`config.mk`:
```
export PLATFORM = sky130hd
export DESIGN_NAME = updown_mod_counter
export DESIGN_NICKNAME = d
export VERILOG_FILES = /design/src/rtl/updown_mod_counter.sv
export SDC_FILE = /design/constraint.sdc
export NUM_CORES = 1
export LEC_CHECK = 0
export CORE_MARGIN = 8
export CORE_UTILIZATION = 36
export DETAILED_ROUTE_END_ITERATION = 10
export PLACE_DENSITY = 0.59
export SYNTH_ARGS = -nofsm -noshare
export SYNTH_HDL_FRONTEND = slang
export SYNTH_SLANG_ARGS = --single-unit
export TNS_END_PERCENT = 100
```
`constraint.sdc`:
```
create_clock -name i_clk -period 4.09 [get_ports i_clk]
set_input_delay 0.818 -clock i_clk [delete_from_list [all_inputs] [get_ports i_clk]]
set_output_delay 0.818 -clock i_clk [all_outputs]
set_load 0.02 [all_outputs]
```
`src/rtl/updown_mod_counter.sv`:
```
// Parametrised up/down modulo counter with wrap/saturate, clamped parallel load and step/terminal-count strobes.
// Optional clock-enable prescaler is built only when CNT_PRESCALE_EN is defined.
module updown_mod_counter #(
  parameter int unsigned WIDTH    = 10,
  parameter int unsigned MODULO   = 1000,
  parameter int unsigned PRESCALE = 50_000_000
) (
  input  logic             i_clk,
  input  logic             i_rst,
  input  logic             i_en,
  input  logic             i_dir,
  input  logic             i_sat,
  input  logic             i_load,
  input  logic [WIDTH-1:0] i_load_dat,
  output logic [WIDTH-1:0] o_cnt_dat,
  output logic             o_tc,
  output logic             o_tick
);

  // Largest legal count; MODULO itself may be 2**WIDTH, so only MODULO-1 is held in WIDTH bits.
  localparam logic [WIDTH-1:0] MAX_VAL = WIDTH'(MODULO - 1);

  logic             pre_tick;
  logic             step;
  logic [WIDTH-1:0] load_val;
  logic [WIDTH-1:0] step_cnt;
  logic             step_tc;

`ifdef CNT_PRESCALE_EN
  localparam int unsigned      PRE_W    = (PRESCALE > 1) ? $clog2(PRESCALE) : 1;
  localparam logic [PRE_W-1:0] PRE_LAST = PRE_W'(PRESCALE - 1);

  logic [PRE_W-1:0] pre_cnt;

  assign pre_tick = (pre_cnt == PRE_LAST);

  // Prescaler only advances on enabled cycles; a load restarts the phase.
  always_ff @(posedge i_clk) begin
    if (i_rst) begin
      pre_cnt <= '0;
    end else if (i_load) begin
      pre_cnt <= '0;
    end else if (i_en) begin
      pre_cnt <= pre_tick ? '0 : pre_cnt + PRE_W'(1);
    end
  end
`else
  // No prescaler: every enabled cycle is a step (PRESCALE of zero is not a legal setting).
  assign pre_tick = (PRESCALE != 0);
`endif

  assign step = i_en & pre_tick;

  // Load value clamped into the count range.
  always_comb begin
    load_val = i_load_dat;
    if (i_load_dat > MAX_VAL) begin
      load_val = MAX_VAL;
    end
  end

  // Next count and terminal-count flag for a step in the sampled direction/mode.
  always_comb begin
    step_cnt = o_cnt_dat;
    step_tc  = 1'b0;
    if (i_dir) begin
      if (o_cnt_dat < MAX_VAL) begin
        step_cnt = o_cnt_dat + WIDTH'(1);
      end else begin
        step_cnt = i_sat ? MAX_VAL : '0;
        step_tc  = 1'b1;
      end
    end else begin
      if (o_cnt_dat > '0) begin
        step_cnt = o_cnt_dat - WIDTH'(1);
      end else begin
        step_cnt = i_sat ? '0 : MAX_VAL;
        step_tc  = 1'b1;
      end
    end
  end

  // Count and strobes share one register stage so they always line up.
  always_ff @(posedge i_clk) begin
    if (i_rst) begin
      o_cnt_dat <= '0;
      o_tc      <= 1'b0;
      o_tick    <= 1'b0;
    end else if (i_load) begin
      o_cnt_dat <= load_val;
      o_tc      <= 1'b0;
      o_tick    <= 1'b0;
    end else if (step) begin
      o_cnt_dat <= step_cnt;
      o_tc      <= step_tc;
      o_tick    <= 1'b1;
    end else begin
      o_tc      <= 1'b0;
      o_tick    <= 1'b0;
    end
  end

endmodule

```
---- After elaboration in Yosys (flattened, before gate mapping) ----
Cells that the tools add are included.
storage, ports and cells
  logic and storage cells ................. 24
  output and inout bits ................... 12
  bits in registers ....................... 12
  input bits .............................. 16
cells by class
  order comparisons ....................... 3
  multiplexer cells ....................... 12
  bitwise gates (word level) .............. 1
  reduce and logical (&&, ||, !) cells .... 3
  add/sub/neg operators ................... 2
operators by type and width
  cell                                                 count
  two-way mux 10 bit                                   8
  adder 10 x 1 -> 10 bit, second input constant        1
  > comparator 10 x 1 -> 1 bit, second input constant  1
  > comparator 10 bit, second input constant           1
  < comparator 10 bit, second input constant           1
  subtractor 10 x 1 -> 10 bit, second input constant   1
  two-way mux 1 bit                                    4
  OR reduction 3 bit                                   1
  nonzero test 2 bit                                   1
  OR reduction 2 bit                                   1
  inverter 1 bit                                       1

---- Longest topological paths before layout ----
Gate-level depths: netlist of the first run.
  word-level depth ........................ 5
  mapped depth ............................ 9
  mapped depth without buffers ............ 7

---- Worst setup path after synthesis of the first run ----
OpenSTA, ideal clock, no wires.
  path type ............................... flip-flop to flip-flop
  from .................................... register o_cnt_dat[0]
  to ...................................... register o_cnt_dat[5]
  setup slack ............................. 1.768 ns
  library setup time ...................... 0.135 ns
  data arrival time ....................... 2.187 ns
  cell stages (with the launch flop) ...... 10
  clock period less this slack ............ 2.322 ns
  required time ........................... 3.955 ns
  buffers on the path ..................... 2
  cells stage by stage .................... dfxtp_1 -> clkbuf_1 -> inv_1 -> ha_1 -> or3b_1 -> buf_6 -> o31ai_4 -> o221ai_2 -> a311oi_1 -> o32ai_1
between the ends
  word-level cells in the longest chain between the ends .. 5
  elaborated cells on any way between the ends .. 9
  classes of those cells .................. add/sub (2); order compare (2); mux (5)
ends and longest elaborated chain
  element                                                    RTL line  source
  start: declaration                                         15        output logic [WIDTH-1:0] o_cnt_dat,
  start signal: assignment                                   90        o_cnt_dat <= load_val;
  start signal: assignment                                   94        o_cnt_dat <= step_cnt;
  subtractor 10 x 1 -> 10 bit, or another cell as far along  75        step_cnt = o_cnt_dat - WIDTH'(1);
  two-way mux 10 bit, on equally long branches               74, 67
  two-way mux 10 bit *                                       66        if (i_dir) begin
  two-way mux 10 bit *                                       93        end else if (step) begin
  two-way mux 10 bit *                                       89        end else if (i_load) begin
Mark *: on every way between the ends. The rest lies on a longest branch, timed or not. The select of a mux whose other input is x is not followed.
A chain may end at the register's enable or synchronous reset.

---- Worst setup path in the final report of the first run ----
  from .................................... input port i_dir
  to ...................................... register o_cnt_dat[5]
between the ends
  word-level cells in the longest chain between the ends .. 3
ends and longest elaborated chain
  element             RTL line  source
  start: declaration  11        input logic i_dir,
  two-way mux 10 bit  66
  two-way mux 10 bit  93
  two-way mux 10 bit  89
No other way between the ends. The select of a mux whose other input is x is not followed.

==> results of run 1 <==
flip-flops by register name, summed over array words and instances, names as in the netlist:
register   cells
o_cnt_dat     10
o_tick         1
o_tc           1
where the power goes:
group,switching [mW],internal [mW]
logic,0.0875,0.0728
registers,0.0247,0.126
clock network,0.0476,0.0343
total,0.160,0.233
metrics by stage:
stage	setup slack (ns)	cell area [um2]
after global placement	1.18	1450
after detailed placement	1.13	1450
after CTS	1.38	1470
final	1.40	1470
after floorplan	1.77	1180
after global routing	1.20	1470
worst min-delay path, cell delays in order (launching register included):
cell      delay [ns]
dfxtp_1         0.43
o22ai_1         0.16
a211oi_1        0.08
cell families (layout without fill, tap and decap cells):
kind of cell / Yosys count / in the layout
buffers and inverters: 23 / 40
xor gates and xnor gates: 4 / 4
DFF: 12 / 12
and+or+nand+nor: 59 / 59
AOI/OAI and AO/OA: 56 / 56
muxes: 5 / 5
adders and majority gates: 2 / 2
worst paths after layout:
| check | to | slack [ns] | cells after the start |
|---|---|---|---|
| max reg2reg | o_cnt_dat[5] | 1.59 | 7 |
| min reg2reg | o_cnt_dat[7] | 0.71 | 2 |
| min | o_cnt_dat[7] | 0.71 | 2 |
| max | o_cnt_dat[5] | 1.40 | 6 |
cell usage in the layout (no fill, tap or decap), types with 2 or more instances in the layout:
| cell type | n |
|---|---|
| buf_4 | 2 |
| clkbuf_4 | 3 |
| o21ai_0 | 7 |
| a31oi_1 | 3 |
| nor3_1 | 8 |
| nor2_1 | 14 |
| o21ai_1 | 3 |
| a211oi_1 | 7 |
| a21oi_1 | 12 |
| o32ai_1 | 6 |
| ha_1 | 2 |
| inv_1 | 8 |
| nand3_1 | 5 |
| o221ai_1 | 2 |
| nand4_1 | 3 |
| a32oi_1 | 2 |
| clkdlybuf4s50_1 | 27 |
| o31ai_1 | 2 |
| mux2i_1 | 2 |
| o22ai_1 | 4 |
| and3_1 | 4 |
| dfxtp_1 | 12 |
| or3_1 | 4 |
| mux2_1 | 2 |
| nand2_1 | 9 |
| nor4_1 | 4 |
| xnor2_1 | 3 |
per-layer routing:
layer	routed length (um)	track usage (%)	vias up
li1	-	-	654
met3	277	3.71	5
met2	1890	25.3	40
met1	1680	18.7	653
met4	45	4.89	0
met5	0	0	-
area by class of cell:
type | count | area (um2) | area share, %
inverters | 8 | 30.0 | 2.04
well taps | 44 | 55.1 | 3.74
clock buffers | 3 | 22.5 | 1.53
repair buffers | 29 | 285 | 19.4
multi-input cells | 126 | 837 | 56.9
flip-flops and latches | 12 | 240 | 16.3
==> impl_metrics.ini, run 1 <==
[worst_setup_path]
cp.required_ns = 4.29
crit_type = in -> reg
r2r_start = o_cnt_dat[0]
cp-end-kind = flop
critPathMaxStageDelay_ns = 0.79
arrival_ns = 2.89
path_max_fanout = 12
worstPathCellList = clkdlybuf4s50_1 > inv_1 > nor4_1 > mux2_4 > a311oi_1 > o32ai_1
setup.worst_path.start = i_dir
cpMaxStageDelayCell = clkdlybuf4s50_1
cpLargestDelayFamily = buffers and inverters
worst-path-buf-inv = 2
cp-start-kind = input pin

[yosys]
ys_ff_latch = 12
ys.flop_type = dfxtp_1
yosys.area_share.simple_pct = 27.1
yosys-mux-area-fraction_pct = 4.89
synth_top_cell_by_area = dfxtp_1
yosys.area_share.adder_pct = 2.13
synth_top_family_by_area = compound AO/OA/AOI/OAI gates
syn_area_mm2 = 0.00118
yosysMostFrequentCell = nor2_1
async_reset_ff_share_pct = 0
synth_xor_area_share_pct = 2.98
syn_inst = 161
synth_area_leaders = dfxtp_1 (20%), a21oi_1 (5.1%), a211oi_1 (4.5%)
synth-compound-area-share_pct = 34.0
synth_edf_count = 0
synth_common_cells = nor2_1 (14), a21oi_1 (12), dfxtp_1 (12)
yosysSeqAreaShare_pct = 20.4
syn_avg_cell_area_um2 = 7.31
syn_nets = 179
synth_warnings = 0
synth_top_area_share_pct = 20.4
ys_types = 47

[cts]
post_cts_resized = 0
clockBufferDepth = 2
cts_tree = built
clkLatencyLatePin_ns = 0.29
cts_root_buffer = clkbuf_4
cts.sinks = 12
clk_pin_slew_ns = 0.08
numCtsBuffers = 3
cts-hold-fix-buffers = 0
htree_levels = 1
postCtsSetupBuffers = 0

[detailed_routing]
drcViolationCount = 0
vias = 1352
wl_per_cell_um = 17.6
first_pass_iters = 4
vias_per_cell = 6.09
ant_nets = 0
first_iter_violations = 97
wl_mm = 3.90

[layout]
n_fill_cell = 351
antennaDiodeCount = 0
postLayoutCoreUtil_pct = 47.8
layout.cells.non_filler = 222
syn2layout_area_growth_pct = 24.9
final_nets = 198
drive_gt1_share_pct = 5.62

[global_routing]
grt_max_degree = 19
grt.overflow.total = 0
grt_usage_pct = 15.3
grt_pass1_wl_mm = 6.41
grt_pass1_vias = 1289
antenna_found_initial = 0

[timing]
rsz0062_at_grt = false
fin_crit_sh_pct = 65.7
maxSlewViolCount = 0
worst_pin_slew_ns = 0.633
max_slew_margin_pct = 57.7
clock_skew_ns = 0.00112
timing.fmax_mhz = 372
finalCriticalPeriod_ns = 2.69
holdWs_ns = 0.713
finalHoldViolCount = 0
finalSetupViolCount = 0
finalSetupTns_ns = 0

[floorplan]
rows = 20
start_util_pct = 38.3
die_area_mm2 = 0.00536
ios = 28
core-area_mm2 = 0.00308
die_w_um = 73.2
die_h_um = 73.2

[placed_design]
gp_congestion = 0.962
placed_cells = 219
numPortBuffers = 27
hpwl_mm = 2.97

[pwr]
power.density_mw_per_mm2 = 267
p_leak_nw = 0.493
ir_drop_mv = 0.126
power_mw = 0.393

[hold_path]
hp-start = o_cnt_dat[7]
hp-class = reg -> reg

[run_status]
status = complete, no violations

[flow_run]
drv_cap = 0
(Power assumes the default switching activity.)
==> run 2, diff against run 1 <==
PLACE_DENSITY = 0.61   (was 0.59)
clock period = 2.15 ns   (was 4.09 ns; I/O delays follow)
==> run 2 against run 1 <==
Compared with the run above: critical path type is now reg -> out; sequential share of layout area fell by 1.9 points; wire length increased by 3.7%; cell count rose by 9.9%; flip-flop and latch count did not move; largest cell class unchanged; register-to-register slack got worse by 1.5 ns; via count grew 7.0%.
==> impl_metrics.ini, run 2 (synthesis results as in run 1) <==
[worst_setup_path]
arrival_ns = 1.61
cpLargestDelayFamily = buffers and inverters
worst-path-buf-inv = 2
crit_type = reg -> out
cp-end-kind = primary output
worstPathCellList = buf_4 > clkdlybuf4s50_1
cp.required_ns = 1.72
cp-start-kind = flop
cpMaxStageDelayCell = clkdlybuf4s50_1
path_max_fanout = 8
critPathMaxStageDelay_ns = 0.60

[timing]
fin_crit_sh_pct = 94.8
clock_skew_ns = 0.00634
worst_pin_slew_ns = 0.479
finalCriticalPeriod_ns = 2.04
rsz0062_at_grt = false
finalHoldViolCount = 0
maxSlewViolCount = 0
max_slew_margin_pct = 67.8
finalSetupViolCount = 0
timing.fmax_mhz = 491

[layout]
layout.cells.non_filler = 244
largest_register = o_cnt_dat
final_nets = 219
layout_commonest_cell = clkdlybuf4s50_1
drive_gt1_share_pct = 19.0
top_regs = o_cnt_dat (10), o_tc (1), o_tick (1)
layout_common_cells = clkdlybuf4s50_1 (27), buf_4 (23), nor2_1 (14)
syn2layout_area_growth_pct = 42.3
n_fill_cell = 310
fin_area_mm2 = 0.00168
largest_register_ffs = 10
antennaDiodeCount = 0

[global_routing]
grt_pass1_vias = 1337
grt_usage_pct = 15.4
grt_pass1_wl_mm = 6.54
grt_max_degree = 16
grt.overflow.total = 0
antenna_found_initial = 0

[detailed_routing]
vias = 1446
wl_mm = 4.04
ant_nets = 0
first_iter_violations = 120
wl_per_cell_um = 16.6
vias_per_cell = 5.93
first_pass_iters = 4
drcViolationCount = 0

[placed_design]
numPortBuffers = 27
gp_congestion = 0.976
dpl_cell_area_mm2 = 0.00161
placed_cells = 240
hpwl_mm = 3.23

[pwr]
power.density_mw_per_mm2 = 502
p_leak_nw = 0.608
ir_drop_mv = 0.194
power_mw = 0.841

[cts]
cts_tree = built
clkLatencyLatePin_ns = 0.29
htree_levels = 1
cts_root_buffer = clkbuf_4
clockBufferDepth = 2
clk_pin_slew_ns = 0.08
cts.sinks = 12
numCtsBuffers = 3
cts-hold-fix-buffers = 0

[floorplan]
core-area_mm2 = 0.00308
start_util_pct = 38.3
die_h_um = 73.2
die_w_um = 73.2
rows = 20
die_area_mm2 = 0.00536
ios = 28

[run_status]
status = complete, no violations

[hold_path]
hp-class = reg -> reg

[flow_run]
drv_cap = 0
-- run 2: what timing repair did --
| item | in CTS | in global routing |
|---|---|---|
| hold endpoints to repair | 0 | 0 |
| setup buffers | 0 | 0 |
| endpoints found under the setup margin | 0 | 5 |
| gates resized for setup | 0 | 6 |
-- run 2: worst paths after layout --
check / startpoint / end / slack (ns) / cells past startpoint
min: o_cnt_dat[1] / o_cnt_dat[1] / 0.63 / 2
max reg2reg: o_cnt_dat[0] / o_cnt_dat[8] / 0.14 / 7
min reg2reg: o_cnt_dat[1] / o_cnt_dat[1] / 0.63 / 2
max: o_cnt_dat[2] / o_cnt_dat[2] / 0.11 / 2
-- run 2: metrics by stage --
stage / hold slack [ns] / setup WS, ns / utilization, % / setup TNS (ns)
after floorplan: 0.586 / 0.0109 / - / 0
after global routing: 0.673 / 0.0156 / 54.4 / 0
after detailed placement: 0.618 / -0.0420 / 52.3 / -0.0547
final: 0.634 / 0.112 / 54.4 / 0
after CTS: 0.630 / 0.0509 / 53.5 / 0
after global placement: 0.598 / -0.000540 / 52.3 / -0.000540
-- run 2: area by class of cell --
type / instances / area [um2] / area share (%)
clock buffers: 4 / 36.3 / 2.17
inverters: 8 / 30.0 / 1.79
multi-input cells: 126 / 870 / 51.9
flip-flops and latches: 12 / 241 / 14.4
well taps: 44 / 55.1 / 3.29
repair buffers: 50 / 443 / 26.4
-- run 2: power by group --
part	internal, mW	total, mW	switching, mW
Sequential	0.240	0.270	0.0306
Clock	0.103	0.192	0.0887
Combinational	0.181	0.379	0.199
Total	0.523	0.841	0.318
-- run 2: tightest hold or removal path: cells and delay by family (launching register included) --
kind,cells,cell delay [ns]
flip-flops,1,0.35
AO/OA/AOI/OAI,2,0.23
-- run 2: routing by layer --
layer | part of all wire [%] | vias to the layer above | global-route usage [%] | routed length (um)
met3 | 7.2 | 10 | 2.34 | 290
met2 | 47 | 67 | 24.1 | 1910
met5 | 0 | - | 0 | 0
met1 | 44 | 670 | 20.1 | 1770
li1 | - | 699 | - | -
met4 | 1.9 | 0 | 6.44 | 76
